File: config.mk
export PLATFORM = sky130hd
export DESIGN_NAME = irq_priority_encoder
export DESIGN_NICKNAME = d
export VERILOG_FILES = /design/src/rtl/irq_priority_encoder.sv
export SDC_FILE = /design/constraint.sdc
export NUM_CORES = 1
export LEC_CHECK = 0
export ABC_AREA = 1
export BUFFER_PORTS_ARGS = -buffer_cell sky130_fd_sc_hd__buf_2
export CAP_MARGIN = 20
export CORE_ASPECT_RATIO = 1.4
export CORE_MARGIN = 1.5
export CORE_UTILIZATION = 25
export DETAILED_ROUTE_END_ITERATION = 10
export GPL_TIMING_DRIVEN = 0
export MAX_ROUTING_LAYER = met4
export PLACE_DENSITY = 0.42
export SYNTH_ARGS = -nofsm -noshare
export SYNTH_HDL_FRONTEND = slang
export SYNTH_SLANG_ARGS = --single-unit
File: constraint.sdc
create_clock -name clk -period 2.8 [get_ports clk]
set_input_delay 0.28 -clock clk [delete_from_list [all_inputs] [get_ports clk]]
set_output_delay 0.28 -clock clk [all_outputs]
set_load 0.05 [all_outputs]
File: src/rtl/irq_priority_encoder.sv
// irq_priority_encoder
// Registered priority encoder for active-low interrupt request lines. Falling
// edges on N_I are synchronized and captured into a pending set. The highest
// pending index is presented on A with a VALID/ACK handshake. N_EI/N_EO/N_GS
// allow cascading in the style of a 74148.
//
// Ports:
//   clk    in   1      clock, rising edge
//   rst    in   1      asynchronous, active-high reset
//   N_I    in   WIDTH  active-low request lines, asynchronous to clk
//   N_EI   in   1      active-low enable; high blocks new grants
//   ACK    in   1      consumer accepts the presented code
//   A      out  CW     granted index (registered); N_I[WIDTH-1] is highest priority
//   VALID  out  1      A holds a granted, unacknowledged request (registered)
//   N_GS   out  1      low when enabled and something is pending (combinational)
//   N_EO   out  1      low when enabled and nothing is pending (combinational)
module irq_priority_encoder #(
   parameter  int unsigned WIDTH       = 8,
   parameter  int unsigned SYNC_STAGES = 2,
   localparam int unsigned CW          = $clog2(WIDTH)
) (
   input  logic             clk,
   input  logic             rst,
   input  logic [WIDTH-1:0] N_I,
   input  logic             N_EI,
   input  logic             ACK,
   output logic [CW-1:0]    A,
   output logic             VALID,
   output logic             N_GS,
   output logic             N_EO
);

   // Edges after reset release before edge capture is trusted.
   localparam int unsigned WARM = SYNC_STAGES + 1;
   localparam int unsigned WW   = $clog2(WARM + 1);

   typedef enum logic {
      IDLE    = 1'b0,
      PRESENT = 1'b1
   } state_t;

   logic [WIDTH-1:0] sync_q [SYNC_STAGES];
   logic [WIDTH-1:0] s;
   logic [WIDTH-1:0] prev_q;
   logic [WIDTH-1:0] fall_c;
   logic [WIDTH-1:0] pending_q;
   logic [WIDTH-1:0] pending_d;
   logic [WIDTH-1:0] ack_clr;
   logic [WW-1:0]    warm_q;
   logic             armed;
   logic [CW-1:0]    idx;
   state_t           state_q;
   state_t           state_d;
   logic [CW-1:0]    a_d;
   logic             valid_d;

   // Request synchronizer and one-cycle-delayed copy for edge detection.
   always_ff @(posedge clk or posedge rst) begin
      if (rst) begin
         for (int i = 0; i < int'(SYNC_STAGES); i++) sync_q[i] <= '1;
         prev_q <= '1;
      end else begin
         sync_q[0] <= N_I;
         for (int i = 1; i < int'(SYNC_STAGES); i++) sync_q[i] <= sync_q[i-1];
         prev_q <= s;
      end
   end

   assign s = sync_q[SYNC_STAGES-1];

   // Sync/prev reset to idle-high, so a line already low at release would look
   // like a fresh fall; capture stays disarmed until the pipeline holds real samples.
   always_ff @(posedge clk or posedge rst) begin
      if (rst) begin
         warm_q <= '0;
      end else if (warm_q != WW'(WARM)) begin
         warm_q <= warm_q + WW'(1);
      end
   end

   assign armed  = (warm_q == WW'(WARM));
   assign fall_c = prev_q & ~s & {WIDTH{armed}};

   // Highest set pending bit; ascending scan lets the top bit win.
   always_comb begin
      idx = '0;
      for (int i = 0; i < int'(WIDTH); i++) begin
         if (pending_q[i]) idx = CW'(i);
      end
   end

   // Next state, presented code and pending update.
   always_comb begin
      state_d = state_q;
      a_d     = A;
      valid_d = VALID;
      ack_clr = '0;
      unique case (state_q)
         IDLE: begin
            if (!N_EI && (pending_q != '0)) begin
               a_d     = idx;
               valid_d = 1'b1;
               state_d = PRESENT;
            end
         end
         PRESENT: begin
            if (ACK) begin
               ack_clr[A] = 1'b1;
               valid_d    = 1'b0;
               state_d    = IDLE;
            end
         end
         default: state_d = IDLE;
      endcase
      // A new edge on the acknowledged bit re-arms it: set wins over clear.
      pending_d = (pending_q & ~ack_clr) | fall_c;
   end

   always_ff @(posedge clk or posedge rst) begin
      if (rst) begin
         state_q   <= IDLE;
         pending_q <= '0;
         A         <= '0;
         VALID     <= 1'b0;
      end else begin
         state_q   <= state_d;
         pending_q <= pending_d;
         A         <= a_d;
         VALID     <= valid_d;
      end
   end

   // Cascade status from enable and registered pending only.
   assign N_GS = ~(~N_EI & (pending_q != '0));
   assign N_EO = ~(~N_EI & (pending_q == '0));

endmodule
==> flow_summary_export.csv, run 1 <==
group,metric,value,unit
route,ant_nets,0,
worst_setup_path,cpPeakStageDelay,0.40,ns
clock_network,cts_max_path_buffers,2,
yosys,synth_top_area_cell,"dfstp_2",
clock_network,cts.sinks,39,
pwr,leakage,0.785,nW
die,die_area,0.00613,mm2
sta,setup_viol_count_final,0,
finish,final_nets,166,
yosys,synth_common_cells,"nand2_1 (40), dfstp_2 (24), dfrtp_1 (15)",
placement,dp_cells,214,
clock_network,path_clk_slew,0.08,ns
worst_setup_path,worstPathArrival,1.35,ns
die,start_util,0.258,
pwr,ir_drop,0.000426,V
sta,clock_skew,0.00322,ns
sta,timing.hold.ws,0.0804,ns
worst_setup_path,critPathTopFamily,"flip-flops",
sta,rsz0062_at_grt,"no",
clock_network,cts_tree,"done",
yosys,synth-seq-cells,39,
clock_network,post_cts_buffers,0,
global_routing,overflow,0,
pwr,power_density,703,mW/mm2
die,rows,32,
sta,max-slew-margin-rel,0.511,
yosys,yosys_warnings,0,
placement,dpl-instance-area,0.00161,mm2
clock_network,htree_levels,2,
sta,min_period,1.63,ns
yosys,syn-num-nets,141,
yosys,netlist-cell-type-count,20,
sta,tightest_slew,0.732,ns
worst_setup_path,crit_chain,"nor2_2 > nand2_2 > inv_2 > nand2_4 > nand2_1 > buf_2",
finish,diodes,0,
route,detail_route.drc_violations,0,
clock_network,worst_skew_pair.late_latency,0.29,ns
yosys,synth.cell_area,0.00142,mm2
sta,fin_setup_tns,0,ns
flow_run,maxCapViolCount,0,
route,route.detailed.wl_per_inst,9.43,um
die,num_io_pins,18,
worst_setup_path,crit_type,"reg2out",
route,dr.pass1.iters,2,
route,drt_iter0_markers,12,
yosys,yosysSeqAreaShare,0.710,
worst_setup_path,cp_slowest_cell,"dfrtp_1",
yosys,synth.avg_cell_area,11.1,um2
clock_network,numCtsBuffers,5,
outcome,status,"finished, final reports clean",
route,via_per_inst,3.82,
global_routing,grt_pass1_vias,882,
worst_setup_path,critPathLaunchType,"register",
pwr,finalPower,1.20,mW
yosys,synth_edf_count,0,
global_routing,grt_pass1_wl,3700,um
global_routing,antenna_found_initial,0,
finish,area_growth,20.1,%
worst_setup_path,end_kind,"output pin",
placement,hpwl,1530,um
yosys,ys_async_sr_fraction,1.00,
global_routing,track_usage,0.0825,
yosys,synth.area.top_cells,"dfstp_2 (45%), dfrtp_1 (27%), nand2_1 (11%)",
sta,fmax,614,MHz
placement,place_congestion,0.802,
worst_setup_path,crit_required,2.52,ns
clock_network,cts_resized,0,
finish,drive_gt1_frac,0.377,
die,dieHeight,92.1,um
clock_network,holdBufCountCts,0,
sta,drv_slew,0,
route,via_count,848,
yosys,syn_inst,128,
yosys,synth_top_area_share,0.445,
yosys,yosys_most_used_dff,"dfstp_2",
sta,period_share,0.582,
worst_setup_path,cp.buffers_inverters,2,
finish,design_area,0.00170,mm2
yosys,synth_most_common_cell,"nand2_1",
sta,hold_viol_final,0,
placement,io_buffers,17,
global_routing,grt_max_degree,23,
finish,layoutNonFillerInstCount,222,
worst_setup_path,crit_fanout,3,
die,die_w,66.6,um
clock_network,cts-root-buf,"clkbuf_8",
route,drt_wl_total,2090,um
hold_path,hold_class,"in2reg",
die,core_area,0.00549,mm2
-- power breakdown --
part | total, mW | switching (mW) | internal (mW)
clock | 0.367 | 0.194 | 0.174
combinational | 0.168 | 0.117 | 0.0510
sequential | 0.661 | 0.0348 | 0.627
-- logic make-up after synthesis --
group	after synthesis	synth area share
simple gates	58	0.182
flops	39	0.710
buf+inv	16	0.0424
compound gates	13	0.0504
xor+xnor	1	0.00618
fa+ha+maj	1	0.00883
-- area by class of cell --
type,instances,area (um2)
clock inverters,3,18.8
flip-flops and latches,39,1010
inverters,16,60.1
well taps,68,85.1
multi-input cells,73,350
fillers,577,3780
clock buffers,5,68.8
repair buffers,18,113
-- flip-flops by register name (all words and copies together), names as in the netlist --
signal and count:
pending_q 8, prev_q 8, s 8, sync_q 8
A 3, warm_q 2, VALID 1, state_q 1
-- cell usage in the layout (no fill, tap or decap), drive strengths merged --
master,instances
nand2,42
dfstp,24
buf,18
inv,16
dfrtp,15
nor2,13
o21ai,11
clkbuf,5
clkinv,2
nor3,1
nand3,1
a21boi,1
xnor2,1
or2,1
a21oi,1
ha,1
clkinvlp,1
-- per-stage QoR --
stage / utilization / setup WS, ns
after floorplan: - / 1.50
after global placement: 0.289 / 1.22
after detailed placement: 0.294 / 1.46
after CTS: 0.310 / 1.14
after global routing: 0.310 / 1.08
final: 0.310 / 1.17
-- worst paths after layout --
| check | from | end | slack [ns] | cells past startpoint |
|---|---|---|---|---|
| worst max-delay path | pending_q[6] | N_GS | 1.17 | 6 |
| worst min-delay path | N_I[0] | sync_q[8] | 0.08 | 1 |
| worst max register to register | warm_q[0] | pending_q[2] | 1.60 | 5 |
| worst min register to register | sync_q[11] | s[3] | 0.36 | 0 |
| max in group asynchronous | rst | prev_q[0] | 2.07 | 3 |
| min in group asynchronous | rst | pending_q[4] | 0.11 | 2 |
-- layer usage --
layer	GRT usage	vias up	routed length, um
li1	-	436	-
met2	0.127	21	995
met3	0.0294	4	129
met1	0.0942	387	921
met5	-	-	0
met4	0.0408	0	47
No activity file was read; power rests on OpenSTA's default activity.
==> run 2, diff against run 1 <==
==> constraint.sdc (replaced) <==
create_clock -name clk -period 1.65 [get_ports clk]
set_input_delay 0.165 -clock clk [delete_from_list [all_inputs] [get_ports clk]]
set_output_delay 0.165 -clock clk [all_outputs]
set_load 0.05 [all_outputs]
==> flow_summary_export.csv, run 2 (synthesis results as in run 1) <==
group,metric,value,unit
route,route.detailed.wl_per_inst,9.31,um
sta,clock_skew,0.00241,ns
hold_path,hold_class,"in2async",
pwr,leakage,0.819,nW
worst_setup_path,crit_chain,"nor2_2 > nand2_2 > inv_2 > nand2_4 > nand2_1 > buf_2",
worst_setup_path,crit_required,1.48,ns
sta,drv_slew,0,
die,rows,32,
route,via_per_inst,3.86,
die,start_util,0.258,
die,num_io_pins,18,
pwr,switchingPower,581,uW
global_routing,met3_usage,0.0294,
sta,rsz0062_at_grt,"no",
global_routing,grt_pass1_vias,932,
clock_network,post_cts_buffers,0,
worst_setup_path,crit_fanout,3,
route,dr.pass1.iters,3,
finish,area_growth,25.8,%
outcome,status,"finished, violations left",
pwr,power_density,1140,mW/mm2
clock_network,htree_levels,2,
pwr,ir_drop,0.000721,V
clock_network,cts_tree,"done",
pwr,p_int,1.46,mW
clock_network,path_clk_slew,0.07,ns
outcome,failed_checks,"negative hold slack",
die,core_area,0.00549,mm2
sta,tightest_slew,0.729,ns
finish,diodes,0,
die,die_area,0.00613,mm2
die,dieHeight,92.1,um
flow_run,maxCapViolCount,0,
placement,io_buffers,17,
global_routing,antenna_found_initial,0,
worst_setup_path,crit_type,"reg2out",
finish,final_common_cell,"nand2_1",
clock_network,cts-root-buf,"clkbuf_8",
clock_network,cts_resized,0,
pwr,switching_share,0.285,
worst_setup_path,worstPathArrival,1.34,ns
sta,setup_viol_count_final,0,
clock_network,numCtsBuffers,5,
sta,min_period,1.51,ns
clock_network,cts.sinks,39,
global_routing,track_usage,0.0861,
global_routing,busiest_layer,"met2",
clock_network,cts_max_path_buffers,2,
finish,drive_gt1_frac,0.358,
route,drt_wl_total,2140,um
sta,fin_setup_tns,0,ns
route,drt_iter0_markers,10,
clock_network,worst_skew_pair.late_latency,0.28,ns
global_routing,gr-usage-met2,0.136,
die,die_w,66.6,um
sta,fmax,663,MHz
sta,timing.hold.ws,-0.00255,ns
sta,hold_viol_final,7,
worst_setup_path,cpPeakStageDelay,0.40,ns
worst_setup_path,end_kind,"output pin",
placement,place_congestion,0.802,
pwr,seqPwrFrac,0.551,
finish,layoutNonFillerInstCount,230,
finish,final_nets,174,
route,ant_nets,0,
global_routing,grt_pass1_wl,3880,um
route,via_count,887,
global_routing,grt_max_degree,23,
global_routing,use_met1,0.0966,
pwr,clockPowerShare,0.302,
route,detail_route.drc_violations,0,
placement,hpwl,1530,um
global_routing,overflow,0,
sta,max-slew-margin-rel,0.513,
sta,period_share,0.914,
placement,dp_cells,214,
pwr,pwr-share-comb,0.147,
worst_setup_path,critPathLaunchType,"register",
worst_setup_path,cp_slowest_cell,"dfrtp_1",
finish,layout_common_cells,"nand2_1 (40), dfstp_2 (24), buf_2 (17), dfrtp_1 (15), inv_1 (14)",
## run 2: changes by cell type in the layout (fill, tap and decap cells not counted)
cell,previous run,this run
dlygate4sd3_1,0,8
## run 2: what timing repair did
action,4_1_cts,5_1_grt
endpoints found under the setup margin,0,0
hold endpoints to repair,8,0
hold buffers,8,0
## run 2: cell type report
type                            instances  area (um2)
Sequential cell                        39        1010
Multi-Input combinational cell         73         350
Clock buffer                            5        68.8
Fill cell                             571        3700
Inverter                               16        60.1
Tap cell                               68        85.1
Clock inverter                          3        18.8
Timing Repair Buffer                   26         193
## run 2: metal layers
metal	wire length [um]	up-vias
met5	0	-
met4	17	0
met3	118	2
met2	1060	21
met1	951	412
li1	-	452
## run 2: critical path, delay by kind of cell (launching register included)
kind / cells / cell delay, ns
buffers and inverters: 2 / 0.32
flip-flops: 1 / 0.40
AND/OR/NAND/NOR: 4 / 0.33
## run 2: power groups by stage
stage	combinational, mW	clock [mW]	sequential [mW]
after global placement	0.280	0	1.13
after CTS	0.308	0.651	1.12
final	0.301	0.615	1.12
after detailed placement	0.292	0	1.14
after floorplan	0.134	0	1.21
after global routing	0.340	0.693	1.14
## run 2: through the flow
stage                util  hold WS [ns]  setup WS [ns]  total power, mW  area (um2)
floorplan               -         0.169          0.464             1.34        1420
global placement    0.289         0.270          0.183             1.41        1590
detailed placement  0.294         0.271          0.424             1.43        1610
CTS                 0.325        0.0274          0.105             2.08        1780
global route        0.325        0.0450         0.0449             2.17        1780
finish              0.325      -0.00255          0.142             2.04        1780
## run 2: final timing paths
| path | start | end | slack [ns] | depth (start not counted) |
|---|---|---|---|---|
| min | rst | pending_q[4] | -0.003 | 2 |
| min in group clk | ACK | state_q | 0.06 | 2 |
| max | pending_q[6] | N_GS | 0.14 | 6 |
| max in group asynchronous | rst | prev_q[0] | 1.03 | 3 |
| max reg2reg | warm_q[0] | pending_q[2] | 0.46 | 5 |
| min reg2reg | sync_q[11] | s[3] | 0.36 | 0 |
==> run 3, diff against run 2 <==
--- a/config.mk
+++ b/config.mk
@@ -15,6 +15,8 @@
 export GPL_TIMING_DRIVEN = 0
 export MAX_ROUTING_LAYER = met4
 export PLACE_DENSITY = 0.42
+export RECOVER_POWER = 50
+export SKIP_CTS_REPAIR_TIMING = 1
 export SYNTH_ARGS = -nofsm -noshare
 export SYNTH_HDL_FRONTEND = slang
 export SYNTH_SLANG_ARGS = --single-unit
==> flow_summary_export.csv, run 3 (synthesis results as in run 1) <==
group,metric,value,unit
worst_setup_path,cp_slowest_cell,"dfrtp_1",
route,dr.pass1.iters,3,
sta,min_period,1.51,ns
sta,period_share,0.914,
flow_run,maxCapViolCount,0,
worst_setup_path,crit_required,1.48,ns
die,die_area,0.00613,mm2
clock_network,cts.sinks,39,
finish,fin_util,0.322,
clock_network,numCtsBuffers,5,
clock_network,path_clk_slew,0.07,ns
sta,timing.hold.ws,-0.0461,ns
placement,hpwl,1530,um
route,via_count,888,
clock_network,worst_skew_pair.late_latency,0.28,ns
sta,setup_viol_count_final,0,
finish,regArea,0.00101,mm2
die,core_area,0.00549,mm2
global_routing,antenna_found_initial,0,
clock_network,htree_levels,2,
placement,io_buffers,17,
sta,drv_slew,0,
die,start_util,0.258,
route,drt_wl_total,2150,um
worst_setup_path,reg2reg_slack,0.46,ns
route,drt_iter0_markers,12,
pwr,power_density,1150,mW/mm2
worst_setup_path,critPathLaunchType,"register",
sta,hold_viol_final,7,
sta,clock_skew,0.00250,ns
sta,fin_setup_tns,0,ns
outcome,failed_checks,"negative hold slack",
hold_path,hold_class,"in2async",
global_routing,track_usage,0.0825,
worst_setup_path,worstPathArrival,1.34,ns
global_routing,grt_pass1_vias,882,
die,rows,32,
placement,place_congestion,0.802,
worst_setup_path,cpPeakStageDelay,0.40,ns
sta,max-slew-margin-rel,0.358,
pwr,ir_drop,0.000719,V
worst_setup_path,r2r_cells,5,
worst_setup_path,rr_endpoint,"pending_q[2]",
sta,fmax,663,MHz
global_routing,grt_max_degree,23,
clock_network,cts-root-buf,"clkbuf_8",
finish,drive_gt1_frac,0.321,
route,route.detailed.wl_per_inst,9.34,um
route,detail_route.drc_violations,0,
clock_network,cts_tree,"done",
pwr,leakage,0.816,nW
clock_network,cts_max_path_buffers,2,
finish,layout_common_cells,"nand2_1 (40), dfstp_2 (19), buf_2 (17), dfrtp_1 (15), inv_1 (14)",
worst_setup_path,critPathTopFamily,"flip-flops",
finish,final_common_cell,"nand2_1",
outcome,status,"finished, violations left",
worst_setup_path,cp.buffers_inverters,2,
worst_setup_path,crit_fanout,3,
global_routing,grt_pass1_wl,3700,um
sta,tightest_slew,0.963,ns
finish,final_nets,174,
die,dieHeight,92.1,um
worst_setup_path,end_kind,"output pin",
pwr,finalPower,2.03,mW
global_routing,overflow,0,
finish,multi_input_area,350,um2
sta,rsz0062_at_grt,"no",
die,num_io_pins,18,
finish,final.fill_count,573,
worst_setup_path,crit_chain,"nor2_2 > nand2_2 > inv_2 > nand2_4 > nand2_1 > buf_2",
die,die_w,66.6,um
route,ant_nets,0,
finish,area_growth,24.7,%
route,via_per_inst,3.86,
finish,diodes,0,
worst_setup_path,r2r-start,"warm_q[0]",
worst_setup_path,crit_type,"reg2out",
## run 3: cell types whose count changed in the layout (fill, tap and decap cells not counted)
cell	change
dfstp_1	+5
dfstp_2	-5
buf_16	-1
dlymetal6s4s_1	+1
## run 3: how the worst max path moves through the flow
stage / from / end / slack (ns) / depth (start not counted)
finish: pending_q[6] / N_GS / 0.14 / 6
global placement: rst / A[2] / 0.18 / 2
floorplan: pending_q[6] / N_GS / 0.46 / 5
CTS: pending_q[6] / N_GS / 0.10 / 6
global route: rst / A[1] / 0.03 / 3
detailed placement: pending_q[6] / N_GS / 0.42 / 6
## run 3: worst register-to-register path: stages, from the launching register on
cell      delay, ns
dfrtp_1        0.37
ha_1           0.21
clkinv_1       0.25
nor2_1         0.18
nand2_1        0.07
nand2_1        0.06
## run 3: area by class of cell
class	instances	area share
Sequential cell	39	0.569
Multi-Input combinational cell	73	0.198
Timing Repair Buffer	26	0.101
Tap cell	68	0.0482
Clock buffer	5	0.0390
Inverter	16	0.0340
Clock inverter	3	0.0106
## run 3: per-layer routing
layer	track usage	up-vias	part of all wire
met5	-	-	0
met1	0.0942	413	0.45
met4	0.0408	0	0.0079
li1	-	452	-
met2	0.127	21	0.49
met3	0.0294	2	0.056
## run 3: where the power goes
part / switching [mW] / total [mW] / internal (mW)
logic: 0.201 / 0.295 / 0.0941
clock network: 0.321 / 0.616 / 0.295
registers: 0.0590 / 1.12 / 1.06
total: 0.581 / 2.03 / 1.45
## run 3: through the flow
step | std cells | instance area (um2) | worst slack [ns] | hold WS (ns)
finish | 230 | 1770 | 0.142 | -0.0461
global route | 230 | 1770 | 0.0325 | 0.00138
CTS | 222 | 1700 | 0.105 | -0.0465
detailed placement | 214 | 1610 | 0.424 | 0.271
global placement | 213 | 1590 | 0.183 | 0.270
floorplan | 128 | 1420 | 0.464 | 0.169
